**src/rtl/loud_box_pkg.sv**
```systemverilog
// Shared types and constants for the emitter scheduler: slot states and the
// entropy LFSR definition.
package loud_box_pkg;

    typedef enum logic [1:0] {
        S_IDLE = 2'd0,
        S_ON   = 2'd1,
        S_GAP  = 2'd2
    } slot_state_e;

    localparam logic [15:0] LFSR_SEED = 16'hACE1;
    localparam logic [15:0] LFSR_TAPS = 16'hB400;

    // Galois step with one bit of external noise folded into bit 0; the
    // all-zero lock-up state is replaced by the seed.
    function automatic logic [15:0] lfsr_next(input logic [15:0] cur, input logic din);
        logic [15:0] nxt;
        nxt    = {1'b0, cur[15:1]} ^ (cur[0] ? LFSR_TAPS : 16'h0000);
        nxt[0] = nxt[0] ^ din;
        return (nxt == 16'h0000) ? LFSR_SEED : nxt;
    endfunction

endpackage

```
**src/rtl/shout_sched_if.sv**
```systemverilog
// Control/status bundle between the entropy source, the scheduler and the
// per-emitter enable gating.
interface shout_sched_if #(
    parameter int N_CH       = 8,
    parameter int MAX_ACTIVE = 3
);
    localparam int CH_W  = $clog2(N_CH);
    localparam int CNT_W = $clog2(MAX_ACTIVE + 1);

    logic [4:0]       rnd;
    logic             run;
    logic [N_CH-1:0]  mask;
    logic             force_all;
    logic [N_CH-1:0]  ch_en;
    logic [CNT_W-1:0] active_cnt;
    logic             grant;
    logic [CH_W-1:0]  grant_ch;

    modport master (
        output rnd, run, mask, force_all,
        input  ch_en, active_cnt, grant, grant_ch
    );

    modport slave (
        input  rnd, run, mask, force_all,
        output ch_en, active_cnt, grant, grant_ch
    );

endinterface

```
**src/rtl/shout_sched_slot.sv**
```systemverilog
// One scheduling slot: IDLE -> ON (dwell) -> GAP (quiet) -> IDLE, holding the
// owned channel id. Also exposes its next-cycle ON state so outputs can be registered.
module shout_slot
    import loud_box_pkg::*;
#(
    parameter int CH_W    = 3,
    parameter int DWELL_W = 12,
    parameter int GAP     = 16
) (
    input  logic              clk_i,
    input  logic              rst_i,
    input  logic              freeze_i,
    input  logic              take_i,
    input  logic [CH_W-1:0]   ch_i,
    input  logic [DWELL_W-1:0] dwell_i,
    input  logic              stop_i,
    output slot_state_e       state_o,
    output logic [CH_W-1:0]   ch_o,
    output logic              on_nxt_o,
    output logic [CH_W-1:0]   ch_nxt_o
);

    slot_state_e        state_q;
    logic [DWELL_W-1:0] timer_q;
    logic [CH_W-1:0]    ch_q;
    logic               last_tick;

    assign last_tick = (timer_q == DWELL_W'(1));

    always_ff @(posedge clk_i) begin
        if (rst_i) begin
            state_q <= S_IDLE;
            timer_q <= '0;
            ch_q    <= '0;
        end else if (!freeze_i) begin
            case (state_q)
                S_IDLE: begin
                    if (take_i) begin
                        state_q <= S_ON;
                        timer_q <= dwell_i;
                        ch_q    <= ch_i;
                    end
                end
                S_ON: begin
                    if (stop_i || last_tick) begin
                        state_q <= S_GAP;
                        timer_q <= DWELL_W'(GAP);
                    end else begin
                        timer_q <= timer_q - DWELL_W'(1);
                    end
                end
                S_GAP: begin
                    if (last_tick) begin
                        state_q <= S_IDLE;
                        timer_q <= '0;
                    end else begin
                        timer_q <= timer_q - DWELL_W'(1);
                    end
                end
                default: begin
                    state_q <= S_IDLE;
                    timer_q <= '0;
                end
            endcase
        end
    end

    // Mirrors the transitions above so ch_en can change on the same edge as the state.
    always_comb begin
        on_nxt_o = 1'b0;
        ch_nxt_o = ch_q;
        if (freeze_i) begin
            on_nxt_o = (state_q == S_ON);
        end else begin
            case (state_q)
                S_IDLE: begin
                    on_nxt_o = take_i;
                    if (take_i) ch_nxt_o = ch_i;
                end
                S_ON:    on_nxt_o = !stop_i && !last_tick;
                default: on_nxt_o = 1'b0;
            endcase
        end
    end

    assign state_o = state_q;
    assign ch_o    = ch_q;

endmodule

```
**src/rtl/shout_sched.sv**
```systemverilog
// Noise-emitter time-slot scheduler: LFSR-driven channel picker feeding
// MAX_ACTIVE slot FSMs, with registered per-channel enables.
module shout_sched
    import loud_box_pkg::*;
#(
    parameter int N_CH       = 8,
    parameter int MAX_ACTIVE = 3,
    parameter int DWELL_W    = 12,
    parameter int MIN_DWELL  = 64,
    parameter int GAP        = 16,
    parameter int RAND_DWELL = 1
) (
    input logic          clk_in,
    input logic          reset,
    shout_sched_if.slave bus
);

    localparam int CH_W  = $clog2(N_CH);
    localparam int CNT_W = $clog2(MAX_ACTIVE + 1);

    logic                  rnd_s1_q, rnd_s2_q;
    logic [15:0]           lfsr_q;
    logic [N_CH-1:0]       ch_en_q, ch_en_d;
    logic [CNT_W-1:0]      cnt_q, cnt_d;
    logic                  grant_q, grant_d;
    logic [CH_W-1:0]       grant_ch_q;

    slot_state_e           slot_st     [MAX_ACTIVE];
    logic [CH_W-1:0]       slot_ch     [MAX_ACTIVE];
    logic [CH_W-1:0]       slot_ch_nxt [MAX_ACTIVE];
    logic [MAX_ACTIVE-1:0] slot_take, slot_stop, slot_on_nxt;

    logic [N_CH-1:0]       owned;
    logic [CH_W-1:0]       pick_ch, cand;
    logic                  pick_found, grant_ok;
    logic [DWELL_W-1:0]    dwell;
    logic                  unused_rnd;

    // Only rnd[0] feeds the LFSR; the remaining entropy bits are not needed here.
    assign unused_rnd = ^bus.rnd[4:1];

    assign dwell = (RAND_DWELL != 0)
                 ? DWELL_W'(MIN_DWELL) + {1'b0, lfsr_q[DWELL_W-2:0]}
                 : DWELL_W'(MIN_DWELL);

    for (genvar s = 0; s < MAX_ACTIVE; s++) begin : g_slot
        shout_slot #(
            .CH_W    (CH_W),
            .DWELL_W (DWELL_W),
            .GAP     (GAP)
        ) u_slot (
            .clk_i    (clk_in),
            .rst_i    (reset),
            .freeze_i (bus.force_all),
            .take_i   (slot_take[s]),
            .ch_i     (pick_ch),
            .dwell_i  (dwell),
            .stop_i   (slot_stop[s]),
            .state_o  (slot_st[s]),
            .ch_o     (slot_ch[s]),
            .on_nxt_o (slot_on_nxt[s]),
            .ch_nxt_o (slot_ch_nxt[s])
        );
    end

    // A channel stays owned through GAP so it cannot be re-granted while quiet.
    always_comb begin
        owned     = '0;
        slot_stop = '0;
        for (int s = 0; s < MAX_ACTIVE; s++) begin
            if (slot_st[s] != S_IDLE) owned[slot_ch[s]] = 1'b1;
            slot_stop[s] = !bus.run || !bus.mask[slot_ch[s]];
        end
    end

    always_comb begin
        pick_found = 1'b0;
        pick_ch    = '0;
        cand       = '0;
        for (int k = 0; k < N_CH; k++) begin
            cand = lfsr_q[CH_W-1:0] + CH_W'(k);
            if (!pick_found && bus.mask[cand] && !owned[cand]) begin
                pick_found = 1'b1;
                pick_ch    = cand;
            end
        end
    end

    assign grant_ok = bus.run && !bus.force_all && pick_found;

    always_comb begin
        slot_take = '0;
        grant_d   = 1'b0;
        for (int s = 0; s < MAX_ACTIVE; s++) begin
            if (!grant_d && grant_ok && slot_st[s] == S_IDLE) begin
                slot_take[s] = 1'b1;
                grant_d      = 1'b1;
            end
        end
    end

    always_comb begin
        ch_en_d = '0;
        cnt_d   = '0;
        for (int s = 0; s < MAX_ACTIVE; s++) begin
            if (slot_on_nxt[s]) begin
                ch_en_d[slot_ch_nxt[s]] = 1'b1;
                cnt_d = cnt_d + CNT_W'(1);
            end
        end
        if (bus.force_all) ch_en_d = bus.mask;
    end

    always_ff @(posedge clk_in) begin
        if (reset) begin
            rnd_s1_q   <= 1'b0;
            rnd_s2_q   <= 1'b0;
            lfsr_q     <= LFSR_SEED;
            ch_en_q    <= '0;
            cnt_q      <= '0;
            grant_q    <= 1'b0;
            grant_ch_q <= '0;
        end else begin
            rnd_s1_q <= bus.rnd[0];
            rnd_s2_q <= rnd_s1_q;
            lfsr_q   <= lfsr_next(lfsr_q, rnd_s2_q);
            ch_en_q  <= ch_en_d;
            cnt_q    <= cnt_d;
            grant_q  <= grant_d;
            if (grant_d) grant_ch_q <= pick_ch;
        end
    end

    assign bus.ch_en      = ch_en_q;
    assign bus.active_cnt = cnt_q;
    assign bus.grant      = grant_q;
    assign bus.grant_ch   = grant_ch_q;

endmodule
```
**src/flat_wrapper.sv**
```systemverilog
// flat-port wrapper written by rule: the top's interface ports become plain ports
module shout_sched_flat import loud_box_pkg::*;
#(
    parameter int N_CH       = 8,
    parameter int MAX_ACTIVE = 3,
    parameter int DWELL_W    = 12,
    parameter int MIN_DWELL  = 64,
    parameter int GAP        = 16,
    parameter int RAND_DWELL = 1
)
  (clk_in, reset, bus_rnd, bus_run, bus_mask, bus_force_all, bus_ch_en, bus_active_cnt, bus_grant, bus_grant_ch);
  shout_sched_if #(.N_CH(N_CH), .MAX_ACTIVE(MAX_ACTIVE)) bus_i ();
  input logic clk_in;
  input logic reset;
  input wire logic [$bits(bus_i.rnd)-1:0] bus_rnd;
  input wire logic [$bits(bus_i.run)-1:0] bus_run;
  input wire logic [$bits(bus_i.mask)-1:0] bus_mask;
  input wire logic [$bits(bus_i.force_all)-1:0] bus_force_all;
  output wire logic [$bits(bus_i.ch_en)-1:0] bus_ch_en;
  output wire logic [$bits(bus_i.active_cnt)-1:0] bus_active_cnt;
  output wire logic [$bits(bus_i.grant)-1:0] bus_grant;
  output wire logic [$bits(bus_i.grant_ch)-1:0] bus_grant_ch;
  assign bus_i.rnd = bus_rnd;
  assign bus_i.run = bus_run;
  assign bus_i.mask = bus_mask;
  assign bus_i.force_all = bus_force_all;
  assign bus_ch_en = bus_i.ch_en;
  assign bus_active_cnt = bus_i.active_cnt;
  assign bus_grant = bus_i.grant;
  assign bus_grant_ch = bus_i.grant_ch;
  shout_sched #(.N_CH(N_CH), .MAX_ACTIVE(MAX_ACTIVE), .DWELL_W(DWELL_W), .MIN_DWELL(MIN_DWELL), .GAP(GAP), .RAND_DWELL(RAND_DWELL)) u_core (.clk_in(clk_in), .reset(reset), .bus(bus_i));
endmodule
```
**config.mk**
```make
export PLATFORM = sky130hd
export DESIGN_NAME = shout_sched_flat
export DESIGN_NICKNAME = d
export VERILOG_FILES = /design/src/rtl/loud_box_pkg.sv /design/src/rtl/shout_sched_if.sv /design/src/rtl/shout_sched_slot.sv /design/src/rtl/shout_sched.sv /design/src/flat_wrapper.sv
export SDC_FILE = /design/constraint.sdc
export NUM_CORES = 1
export LEC_CHECK = 0
export BUFFER_PORTS_ARGS = -buffer_cell sky130_fd_sc_hd__buf_2
export CAP_MARGIN = 20
export CELL_PAD_IN_SITES_DETAIL_PLACEMENT = 0
export CELL_PAD_IN_SITES_GLOBAL_PLACEMENT = 1
export CORE_AREA = 5 5 147 149
export DETAILED_ROUTE_END_ITERATION = 8
export DIE_AREA = 0 0 152 154
export PLACE_DENSITY = 0.57
export SLEW_MARGIN = 20
export SYNTH_ARGS = -nofsm -noshare
export SYNTH_HDL_FRONTEND = slang
export SYNTH_SLANG_ARGS = --single-unit
export TNS_END_PERCENT = 5
```
**constraint.sdc**
```tcl
create_clock -name clk_in -period 5.2 [get_ports clk_in]
set_input_delay 0.26 -clock clk_in [delete_from_list [all_inputs] [get_ports clk_in]]
set_output_delay 0.26 -clock clk_in [all_outputs]
set_load 0.02 [all_outputs]
```
Yosys cells after proc, flatten, opt, wreduce, memory -nomap -nowiden
Index checks and enable logic that the tools add are counted.

cells by class
  divide/modulo/power cells = 0
  mux-type cells = 121
  reduce and logical (&&, ||, !) cells = 79
  $add $sub $neg = 13
  equal/unequal tests = 18
  order comparisons = 20
  multipliers = 0
  bitwise gates (word level) = 7
  shift operators = 0

operators by type and width
  kind                   number
  $mux 12                9
  $pmux 12 s3            3
  $bmux 1 s3             19
  $lt 3x4->1 const B     14
  $mux 8                 7
  $mux 3                 17
  $mux 1                 42
  $eq 12x1->1 const B    3
  $sub 12x1->12 const B  3
  $or 8x8->8             4
  $logic_and 1x1->1      31
  $logic_not 1->1        28
  $mux 2                 11
  $demux 1 s3            6
  $ge 3x1->1 const B     6
  $ne 2x2->1 const B     9
  $pmux 2 s3             3
  $logic_not 16->1       1
  $mux 16                1
  $xor 15x16->16         1
  $add 3x3->3 const B    4
  $add 7x11->12 const A  1
  $reduce_and 4->1       3
  $add 3x2->3 const B    2
  13 further kinds       30

storage, ports and cells
  bits of input ports = 17
  register bits after elaboration = 83
  bits in writable memories = 0
  memories kept = 0
  word-level logic and storage cells = 274
  bits in latches = 0
  memory bits (read-only) = 0

Logic depth before layout (Yosys ltp)
  depth in word-level cells = 63
  gate-level depth with buffers = 18
  depth with buffers taken out = 15

Cells and area by module
A second synthesis with hierarchy kept.

unflattened totals
  cells, all modules = 820
  area, all modules = 6718.9 um2

by module, submodules not included
  module                                     area an instance (um2)  instances  sequential area each (um2)  cells an instance
  shout_sched                                3078.0                  1          640.6                       381
  shout_slot at u_core.g_slot[0].u_slot ...  1272.5                  2          340.3                       152
  shout_slot at u_core.g_slot[2].u_slot      1096.1                  1          340.3                       135

Worst setup path after synthesis
No wires, ideal clock.

  path kind = reg-to-reg
  from = reg u_core.lfsr_q[0]
  to = reg u_core.ch_en_q[3], in the netlist u_core.bus.ch_en[3]
  library setup time = 0.120 ns
  setup slack = 1.204 ns
  data arrival time = 3.876 ns
  cell stages (with the launch flop) = 14
  path through = dfxtp_1 -> buf_2 -> inv_1 -> buf_2 -> ha_1 -> xnor2_1 -> mux4_2 -> a211o_4 -> o41a_1 -> and3_1 -> buf_6 -> a22oi_1 -> o32ai_1 -> o31a_1

between the ends
  longest elaborated chain between the ends = 54
  elaborated cells on any way between the ends = 133
  classes of those cells = 7 x add/sub; 6 x order compare; 77 x mux; 2 x bitwise; 41 x reduce/logical

RTL lines
  element                                                               RTL line            source
  start: declaration                                                    shout_sched.sv:22   logic [15:0] lfsr_q;
  start signal: assignment                                              shout_sched.sv:126  lfsr_q <= lfsr_next(lfsr_q, rnd_s2_q);
  parallel branches: the longest is 52 deep, another holds $add 3x1->3  n/a
  $mux 8 (*)                                                            shout_sched.sv:106  if (slot_on_nxt[s]) begin
  $mux 8 (*)                                                            shout_sched.sv:111  if (bus.force_all) ch_en_d = bus.mask;
  end signal: assignment                                                shout_sched.sv:127  ch_en_q <= ch_en_d;
  end: declaration                                                      shout_sched.sv:23   logic [N_CH-1:0] ch_en_q, ch_en_d;

Every way passes the cells marked *. The select of a mux whose other input is x is not followed.
A chain may end at the register's enable or synchronous reset.

Worst setup path in the final report
  from = reg u_core.g_slot[0].u_slot.state_q[1]
  to = reg u_core.ch_en_q[6], in the netlist u_core.bus.ch_en[6]

between the ends
  longest elaborated chain between the ends = 60
  elaborated cells on any way between the ends = 118
  classes of those cells = 6 x order compare; 1 x eq/ne; 64 x mux; 4 x bitwise; 43 x reduce/logical

RTL lines
  element                                                                RTL line                source
  start: declaration                                                     shout_sched_slot.sv:23  slot_state_e state_q;
  start signal: assignment                                               shout_sched_slot.sv:32  state_q <= S_IDLE;
  start signal: assignment                                               shout_sched_slot.sv:39  state_q <= S_ON;
  start signal: assignment                                               shout_sched_slot.sv:46  state_q <= S_GAP;
  $reduce_bool 2->1                                                      shout_sched.sv:71       if (slot_st[s] != S_IDLE) owned[slot_ch[s]] = 1'b1;
  $mux 8                                                                 shout_sched.sv:71
  $or 8x8->8 (no line)                                                   n/a
  $mux 8                                                                 shout_sched.sv:71
  $or 8x8->8 (no line)                                                   n/a
  $mux 8                                                                 shout_sched.sv:71
  $bmux 1 s3                                                             shout_sched.sv:82       if (!pick_found && bus.mask[cand] && !owned[cand]) begin
  $mux 1 (not written as such)                                           shout_sched.sv:82
  [42 not listed]                                                        n/a
  $mux 3 (3 in series)                                                   n/a
  $lt 3x4->1 (not written as such) / $ge 3x1->1 (equally long branches)  shout_sched.sv:107      ch_en_d[slot_ch_nxt[s]] = 1'b1;
  $logic_and 1x1->1 (not written as such)                                shout_sched.sv:107
  $mux 1 (not written as such)                                           shout_sched.sv:107
  $demux 1 s3                                                            n/a
  $or 8x8->8 (no line)                                                   n/a
  $mux 8 (*)                                                             shout_sched.sv:106
  $mux 8 (*)                                                             shout_sched.sv:111

Mark *: on every way between the ends. The rest lies on a longest branch, timed or not. The select of a mux whose other input is x is not followed.

==> flow_metrics.env <==
export IMPL_rsz0062_at_grt="no"
export IMPL_period_needed_ps=4410
export IMPL_synth_top_area_cell="dfxtp_1"
export IMPL_path_max_fanout=12
export IMPL_hpwl_mm=14.9
export IMPL_max_stage_delay_ps=600
export IMPL_area_growth_pct=10.9
export IMPL_num_vias=5821
export IMPL_ys_seq_area_frac=0.279
export IMPL_final_antenna_net_count=0
export IMPL_clock_skew_ps=11.7
export IMPL_crit_family="compound AO/OA/AOI/OAI gates"
export IMPL_synth_ff_type="dfxtp_1"
export IMPL_syn_instance_count=759
export IMPL_antenna_found_initial=0
export IMPL_dr_pass1_iters=5
export IMPL_cpMostUsedCell="o32ai_1"
export IMPL_timing_final_setup_violations=0
export IMPL_synth_top_area_frac=0.279
export IMPL_cts_reportedPaths_clkPinSlew_ps=70
export IMPL_die_w_um=152
export IMPL_crit_chain="or2_1 > a32oi_1 > nand2_1 > o32ai_1 > or4_4 > a211o_4 > o41a_1 > nand3_1 > buf_4 > a2bb2oi_1 > o32ai_1 > o31a_1"
export IMPL_syn_area_per_cell_um2=7.86
export IMPL_critical_path_class="reg -> reg"
export IMPL_synth_common_cells="nor2_1, dfxtp_1, nand2_1, o21ai_0, a21oi_1"
export IMPL_io_buffers=26
export IMPL_holdBufCountCts=0
export IMPL_clk_path_buf_depth=2
export IMPL_synth_area_leaders="dfxtp_1, nor2_1, mux4_2"
export IMPL_grt_pass1_wl_mm=31.6
export IMPL_io_pins=31
export IMPL_grt_use_total=0.167
export IMPL_fin_setup_tns_ps=0
export IMPL_die_area_um2=23400
export IMPL_start_util=0.298
export IMPL_synth_fp_nets=787
export IMPL_num_rows=52
export IMPL_cts_repair_resized=0
export IMPL_routabilityCongestion=0.932
export IMPL_synth_seq_cells=83
export IMPL_root_buffer="clkbuf_16"
export IMPL_fp_dieH_um=154
export IMPL_ir_drop_mv=0.147
export IMPL_slowest_stage="or4_4"
export IMPL_clk_latency_ps=350
export IMPL_start_kind="flip-flop"
export IMPL_cts_tree="built"
export IMPL_required_ps=5420
export IMPL_antenna_cells=0
export IMPL_viasPerCell=5.62
export IMPL_routedWlPerCell_um=19.3
export IMPL_first_iter_violations=495
export IMPL_max_slew_margin=0.450
export IMPL_hold_class="in -> reg"
export IMPL_p_leak_uw=0.00246
export IMPL_end_kind="flip-flop"
export IMPL_worstPathArrival_ps=4630
export IMPL_yosysMostFrequentCell="nor2_1"
export IMPL_status="finished clean"
export IMPL_drive_gt1_frac=0.137
export IMPL_routed_wl_mm=20.0
export IMPL_clock_sinks=83
export IMPL_synth_edff_count=0
export IMPL_crit_buf_inv=1
export IMPL_tightestPinTransition_ps=825
export IMPL_overflow=0
export IMPL_p_per_area_nw_per_um2=289
export IMPL_yosysUniqueCellTypes=86
export IMPL_min_period_over_period=0.848
export IMPL_hold_violations=0
export IMPL_synth_area_um2=5960
export IMPL_cts_made_buffers=9
export IMPL_htreeDepth=3
export IMPL_grt_pass1_vias=5499
export IMPL_nNetsFinal=789
export IMPL_postSynth_asyncResetShare=0
export IMPL_cts_setup_buffers=0
export IMPL_yosys_warnings=0
export IMPL_maxCapViolations=0
export IMPL_final_util=0.330
export IMPL_max_freq_mhz=227
export IMPL_core_area_um2=20000
export IMPL_grt_max_degree=72
export IMPL_slew_viol_final=0
export IMPL_drcViolationCount=0
[logic make-up after synthesis]
group / share of synthesized area
AND/OR/NAND/NOR: 0.236
AO/OA/AOI/OAI: 0.289
buffers and inverters: 0.0627
flip-flops: 0.279
multiplexers: 0.0764
XOR/XNOR: 0.0338
adder cells (fa/ha/maj): 0.0231
[routing by layer]
layer  vias up  share of wire  global-route usage
met5         -              0                   0
met4         0          0.015              0.0441
met3        22          0.050              0.0320
met2       147           0.45               0.263
met1      2827           0.48               0.235
li1       2825              -                   -
[report_power, final]
part,total (uW),internal [uW],leakage (uW),switching (uW)
Sequential,714,673,0.000680,41.9
Clock,661,385,0.000149,276
Combinational,534,194,0.00163,340
[state kept, by name, indices dropped and copies added (netlist names), 2 cells and up]
signal                        flops
u_core.g_slot.u_slot.timer_q     36
u_core.lfsr_q                    16
u_core.g_slot.u_slot.ch_o         9
u_core.bus.ch_en                  8
u_core.g_slot.u_slot.state_o      6
u_core.bus.grant_ch               3
u_core.bus.active_cnt             2
[stage by stage]
step / cell area, um2 / total power (uW) / hold slack [ps] / std cells / setup slack [ps]
after floorplan: 5960 / 1110 / 388 / 759 / 1200
final: 6610 / 1910 / 132 / 1035 / 790
after CTS: 6610 / 1920 / 130 / 1035 / 887
after global routing: 6610 / 2010 / 177 / 1035 / 514
after global placement: 6310 / 1250 / 444 / 1020 / 882
after detailed placement: 6310 / 1260 / 450 / 1020 / 902
[final timing paths]
| path | from | end | slack [ps] | depth (start not counted) |
|---|---|---|---|---|
| worst min-delay path | bus_rnd[0] | u_core.rnd_s1_q$_SDFF_PP0_ | 130 | 2 |
| worst max-delay path | u_core.g_slot[0].u_slot.state_o[1]$_SDFFE_PP0P_ | u_core.bus.ch_en[6]$_SDFF_PP0_ | 790 | 12 |
| worst max register to register | u_core.g_slot[0].u_slot.state_o[1]$_SDFFE_PP0P_ | u_core.bus.ch_en[6]$_SDFF_PP0_ | 790 | 12 |
| worst min register to register | u_core.rnd_s1_q$_SDFF_PP0_ | u_core.rnd_s2_q$_SDFF_PP0_ | 460 | 1 |
[cells in the final DEF (no fill, tap or decap), drive strengths merged, types with 17 or more instances in the layout]
cell	n
nor2	107
dfxtp	83
nand2	53
o21ai	45
buf	43
a21oi	40
inv	34
nand3	33
nor3	27
a211oi	23
xnor2	17
a22oi	17
[final cells by class]
| class | instances | area, um2 |
|---|---|---|
| Clock inverter | 5 | 61.3 |
| Sequential cell | 83 | 1660 |
| Timing Repair Buffer | 43 | 258 |
| Inverter | 33 | 124 |
| Fill cell | 2171 | 13400 |
| Clock buffer | 10 | 239 |
| Multi-Input combinational cell | 591 | 3930 |
| Tap cell | 270 | 338 |
Power figures use the tool's default switching activity.
